`config.mk`:
```
export PLATFORM = sky130hd
export DESIGN_NAME = led_ctrl
export DESIGN_NICKNAME = d
export VERILOG_FILES = /design/src/rtl/led_pkg.sv /design/src/rtl/led_tick.sv /design/src/rtl/led_ctrl.sv
export SDC_FILE = /design/constraint.sdc
export NUM_CORES = 1
export LEC_CHECK = 0
export ABC_AREA = 1
export CORE_MARGIN = 2
export CORE_UTILIZATION = 55
export DETAILED_ROUTE_END_ITERATION = 8
export GPL_TIMING_DRIVEN = 0
export HOLD_SLACK_MARGIN = 0.12
export PLACE_DENSITY = 0.83
export SLEW_MARGIN = 10
export SYNTH_ARGS = -nofsm -noshare
export SYNTH_HDL_FRONTEND = slang
export SYNTH_SLANG_ARGS = --single-unit
```
`constraint.sdc`:
```
create_clock -name clk -period 1.4 [get_ports clk]
set_clock_uncertainty 0.05 [all_clocks]
set_input_delay 0.14 -clock clk [delete_from_list [all_inputs] [get_ports clk]]
set_output_delay 0.14 -clock clk [all_outputs]
set_load 0.005 [all_outputs]
```
`src/rtl/led_pkg.sv`:
```
// Shared encodings for the LED controller: per-LED modes and command FSM states.
package led_pkg;

  typedef enum logic [1:0] {
    MODE_OFF   = 2'd0,
    MODE_ON    = 2'd1,
    MODE_BLINK = 2'd2,
    MODE_PULSE = 2'd3
  } mode_e;

  typedef enum logic [1:0] {
    ST_IDLE  = 2'd0,
    ST_APPLY = 2'd1,
    ST_DONE  = 2'd2
  } state_e;

  localparam int PCNT_W = 4;

endpackage

```
`src/rtl/led_tick.sv`:
```
// Blink timebase: prescaler wrapping every TICK_DIV cycles, 1-cycle tick strobe
// on the wrap cycle, and a shared phase bit that toggles on each tick.
module led_tick #(
  parameter int TICK_DIV = 25_000_000
) (
  input  logic clk,
  input  logic rst,
  output logic tick,
  output logic phase
);

  localparam int CW = (TICK_DIV > 2) ? $clog2(TICK_DIV) : 1;

  logic [CW-1:0] cnt_q, cnt_d;
  logic          phase_q, phase_d;

  assign tick  = (cnt_q == CW'(TICK_DIV - 1));
  assign phase = phase_q;

  always_comb begin
    cnt_d   = tick ? '0 : cnt_q + CW'(1);
    phase_d = tick ? ~phase_q : phase_q;
  end

  always_ff @(posedge clk) begin
    if (rst) begin
      cnt_q   <= '0;
      phase_q <= 1'b0;
    end else begin
      cnt_q   <= cnt_d;
      phase_q <= phase_d;
    end
  end

endmodule

```
`src/rtl/led_ctrl.sv`:
```
// LED controller: 3-state command FSM writing per-LED modes, registered active-low drive.
// Define LED_CTRL_BLINK_EN to build the blink/pulse timebase; otherwise BLINK and PULSE act as ON.
module led_ctrl
  import led_pkg::*;
#(
  parameter int N_LED       = 32,
  parameter int TICK_DIV    = 25_000_000,
  parameter int PULSE_TICKS = 4
) (
  input  logic             clk,
  input  logic             rst,
  input  logic             cmd_valid,
  output logic             cmd_ready,
  input  logic [4:0]       cmd_idx,
  input  logic [1:0]       cmd_mode,
  output logic [N_LED-1:0] led
);

  if (N_LED < 1 || N_LED > 32 || TICK_DIV < 2 || PULSE_TICKS < 1 || PULSE_TICKS > 15)
  begin : g_bad_param
    $error("led_ctrl: parameter out of range");
  end

  state_e           state_q, state_d;
  logic             ready_q, ready_d;
  logic [4:0]       idx_q, idx_d;
  mode_e            cap_q, cap_d;
  mode_e            mode_q [N_LED];
  mode_e            mode_d [N_LED];
  logic [N_LED-1:0] led_q, led_d;

`ifdef LED_CTRL_BLINK_EN
  logic              tick, phase;
  logic [PCNT_W-1:0] pcnt_q [N_LED];
  logic [PCNT_W-1:0] pcnt_d [N_LED];

  led_tick #(.TICK_DIV(TICK_DIV)) u_tick (
    .clk   (clk),
    .rst   (rst),
    .tick  (tick),
    .phase (phase)
  );
`endif

  assign cmd_ready = ready_q;
  assign led       = led_q;

  // Ready is registered so it stays low through reset and rises one edge after release.
  always_comb begin
    state_d = state_q;
    idx_d   = idx_q;
    cap_d   = cap_q;
    case (state_q)
      ST_IDLE: begin
        if (cmd_valid && ready_q) begin
          state_d = ST_APPLY;
          idx_d   = cmd_idx;
          cap_d   = mode_e'(cmd_mode);
        end
      end
      ST_APPLY: state_d = ST_DONE;
      ST_DONE:  state_d = ST_IDLE;
      default:  state_d = ST_IDLE;
    endcase
    ready_d = (state_d == ST_IDLE);
  end

  always_comb begin
    led_d = led_q;
    for (int i = 0; i < N_LED; i++) begin
      mode_d[i] = mode_q[i];
`ifdef LED_CTRL_BLINK_EN
      pcnt_d[i] = pcnt_q[i];
      if (tick && pcnt_q[i] != '0) begin
        pcnt_d[i] = pcnt_q[i] - PCNT_W'(1);
        if (pcnt_q[i] == PCNT_W'(1)) mode_d[i] = MODE_OFF;
      end
`endif
      // The command write comes last so it overrides a same-cycle tick or expiry.
      if (state_q == ST_APPLY && int'(idx_q) == i) begin
        mode_d[i] = cap_q;
`ifdef LED_CTRL_BLINK_EN
        pcnt_d[i] = (cap_q == MODE_PULSE) ? PCNT_W'(PULSE_TICKS) : '0;
`endif
      end
      case (mode_q[i])
        MODE_OFF: led_d[i] = 1'b1;
        MODE_ON:  led_d[i] = 1'b0;
`ifdef LED_CTRL_BLINK_EN
        MODE_BLINK: led_d[i] = ~phase;
        MODE_PULSE: led_d[i] = (pcnt_q[i] == '0);
`else
        MODE_BLINK: led_d[i] = 1'b0;
        MODE_PULSE: led_d[i] = 1'b0;
`endif
        default: led_d[i] = 1'b1;
      endcase
    end
  end

  always_ff @(posedge clk) begin
    if (rst) begin
      state_q <= ST_IDLE;
      ready_q <= 1'b0;
      idx_q   <= '0;
      cap_q   <= MODE_OFF;
      led_q   <= '1;
      for (int i = 0; i < N_LED; i++) begin
        mode_q[i] <= MODE_OFF;
`ifdef LED_CTRL_BLINK_EN
        pcnt_q[i] <= '0;
`endif
      end
    end else begin
      state_q <= state_d;
      ready_q <= ready_d;
      idx_q   <= idx_d;
      cap_q   <= cap_d;
      led_q   <= led_d;
      for (int i = 0; i < N_LED; i++) begin
        mode_q[i] <= mode_d[i];
`ifdef LED_CTRL_BLINK_EN
        pcnt_q[i] <= pcnt_d[i];
`endif
      end
    end
  end

endmodule
```
==> flow_summary.ini <==
[outcome]
outcome = finished clean

[worst_hold_path]
hp-start = cmd_idx[4]
min_path_cells = 3
hp-class = input port to flop
holdPathEnd = idx_q[4]$_SDFFE_PP0P_

[detailed_routing]
wirelength_um = 10810
drt-initial-drc-count = 314
antenna_left = 0
dr.pass1.iters = 5
drc = 0
via_per_inst = 5.440
routedWlPerCell_um = 15.73
vias = 3737

[worst_setup_path]
slowest_stage = clkdlybuf4s50_1
regToRegSetupSlack_ns = 0.04
cp.depth = 1
cpPeakStageDelay_ns = 0.50
critPathBufInv = 1
critPathKind = flop to output port
critical_path_arrival_ns = 1.18
worstSetupStartpointType = flop
crit_fanout = 1
regToRegStartpoint = idx_q[1]$_SDFFE_PP0P_
r2r_end = mode_q[1][28]$_SDFFE_PP0P_
required_ns = 1.21
path_delay_family = buffers and inverters
path_cells = clkdlybuf4s50_1
cp-end-kind = output port
reg2reg_depth = 6

[place]
dp_hpwl_um = 7739
routabilityCongestion = 0.9757
port_buffers = 42
post_dp_cell_area_mm2 = 0.004496
post-place-cells = 672
place_ws_ns = -0.4558

[synthesis]
synthesis.instances = 534
synthSimpleGateAreaFrac_pct = 37.46
synth_mux_area_share_pct = 0
yosys_warnings = 0
synthXorXnorAreaFrac_pct = 0
synth_fp_nets = 544
syn_area_per_cell_um2 = 7.406
synthAdderAreaFrac_pct = 0
synth_top_family_by_area = simple AND/OR/NAND/NOR gates
synth_area_mm2 = 0.003955
ys_seq_area_share_pct = 53.65
netlist.top_cell.by_area = dfxtp_1
synth_top_area_share_pct = 53.65
ys_ff_latch = 106
synth_compound_area_share_pct = 4.935
synth_area_leaders = dfxtp_1 54%, nor2_1 17%, nand2_1 9.4%
synth_cell_types = 15

[finish]
fin_area_mm2 = 0.004908
final_layout_size_suffix_gt1_share_pct = 15.57
final_common_cell = nor2_1
fin_cells = 687
area_delta_synth_final_pct = 24.11
layout.cells.most_common_list = 152 x nor2_1, 97 x dfxtp_1, 92 x nand2_1
n_antenna_cell = 0
fin_nets = 597

[flow_run]
cap_violations = 0

[clock_tree]
clk_pin_slew_worst_paths_ns = 0.10
cts.sinks = 106
clockRootBuffer = clkbuf_8
numCtsBuffers = 9
clock_latency_ns = 0.36
htree_levels = 3
cts_max_path_buffers = 2
cts_tree = done

[global_route]
grt_usage_pct = 28.80
grt_overflow = 0
grt_pass1_vias = 3480
grt_pass1_wl_um = 16840
antenna_found_initial = 0
grt_max_degree = 17

[floorplan]
ioPinCount = 43
die_x_um = 88.80
core-area_mm2 = 0.006869
start_util_pct = 57.58
die_y_um = 88.80
fp-row-count = 30
die_area_mm2 = 0.007885

[pwr]
power_density_mw_per_mm2 = 1107
p_total_uw = 5432
power_leakage_uw = 0.001807
max-vdd-ir-drop_uv = 1043

[sta]
hold_violations = 0
setup_tns_ns = 0
setup_viol = 0
max_freq_mhz = 728.4
finalCriticalPeriod_ns = 1.373
post-route-period-util_pct = 98.06
slew_headroom_pct = 55.99
rsz0062_at_grt = true
drv_slew = 0
setup_ws_ns = 0.02719
worst_pin_slew_ns = 0.6601
-- per-stage QoR --
step | utilization, % | hold WS, ns
final | 71.46 | 0.2974
after global routing | 71.46 | 0.3007
after CTS | 68.82 | 0.3010
after detailed placement | 65.45 | 0.3737
after global placement | 65.45 | 0.3659
after floorplan | - | 0.1624
-- layout make-up --
type / count / area (um2)
fillers: 586 / 1961
clock buffers: 10 / 127.6
flip-flops and latches: 106 / 2133
inverters: 13 / 48.80
clock inverters: 5 / 80.08
multi-input cells: 391 / 1794
well taps: 96 / 120.1
plain buffers: 24 / 141.4
repair buffers: 42 / 462.9
-- metal layers --
layer | routed length, um | global-route usage, %
met1 | 4339 | 37.02
met2 | 5036 | 46.88
met3 | 1023 | 5.131
met4 | 408 | 13.91
met5 | 0 | 0
-- worst max path at each step --
| stage | start | end | slack [ns] |
|---|---|---|---|
| final | led[23]$_SDFF_PP1_ | led[23] | 0.03 |
| after global routing | idx_q[1]$_SDFFE_PP0P_ | mode_q[1][28]$_SDFFE_PP0P_ | -0.03 |
| after CTS | state_q[1]$_SDFF_PP0_ | mode_q[0][8]$_SDFFE_PP0P_ | 0.003 |
| after detailed placement | rst | led[24]$_SDFF_PP1_ | -0.46 |
| after global placement | rst | led[24]$_SDFF_PP1_ | -0.47 |
| after floorplan | state_q[1]$_SDFF_PP0_ | mode_q[0][14]$_SDFFE_PP0P_ | 0.28 |
-- sequential cells by signal (all words and copies together), names as in the netlist --
register   cells
cap_q          2
cmd_ready      1
idx_q          5
led           32
mode_q        64
state_q        2
-- report_power, final --
part	internal (uW)	switching (uW)
clock network	996	988
registers	3040	22.6
logic	112	274
total	4150	1290
-- cells in the mapped netlist, drive strengths merged --
master / count
buf: 20
nand3: 64
inv: 13
dfxtp: 106
nand2: 100
nor2: 188
clkbuf: 4
o21ai: 39
-- worst register-to-register path, stage by stage, from the launching register on --
cell	delay, ns
dfxtp_2	0.43
inv_2	0.09
nor2_2	0.20
nand2_1	0.18
nor2_1	0.18
nor2_1	0.06
nor2_1	0.11
-- what timing repair did --
action                                  CTS  global route
setup buffers                             0             0
hold buffers                              0             0
resized for setup                         9            78
cloned                                    0             0
endpoints found under the setup margin   42            83
-- cells by family (layout without fill, tap and decap cells) --
group	Yosys count	after routing
buffers and inverters	37	94
AO/OA/AOI/OAI	39	39
flip-flops	106	106
AND/OR/NAND/NOR	352	352
Note: power is estimated with default switching activity, not from simulation.
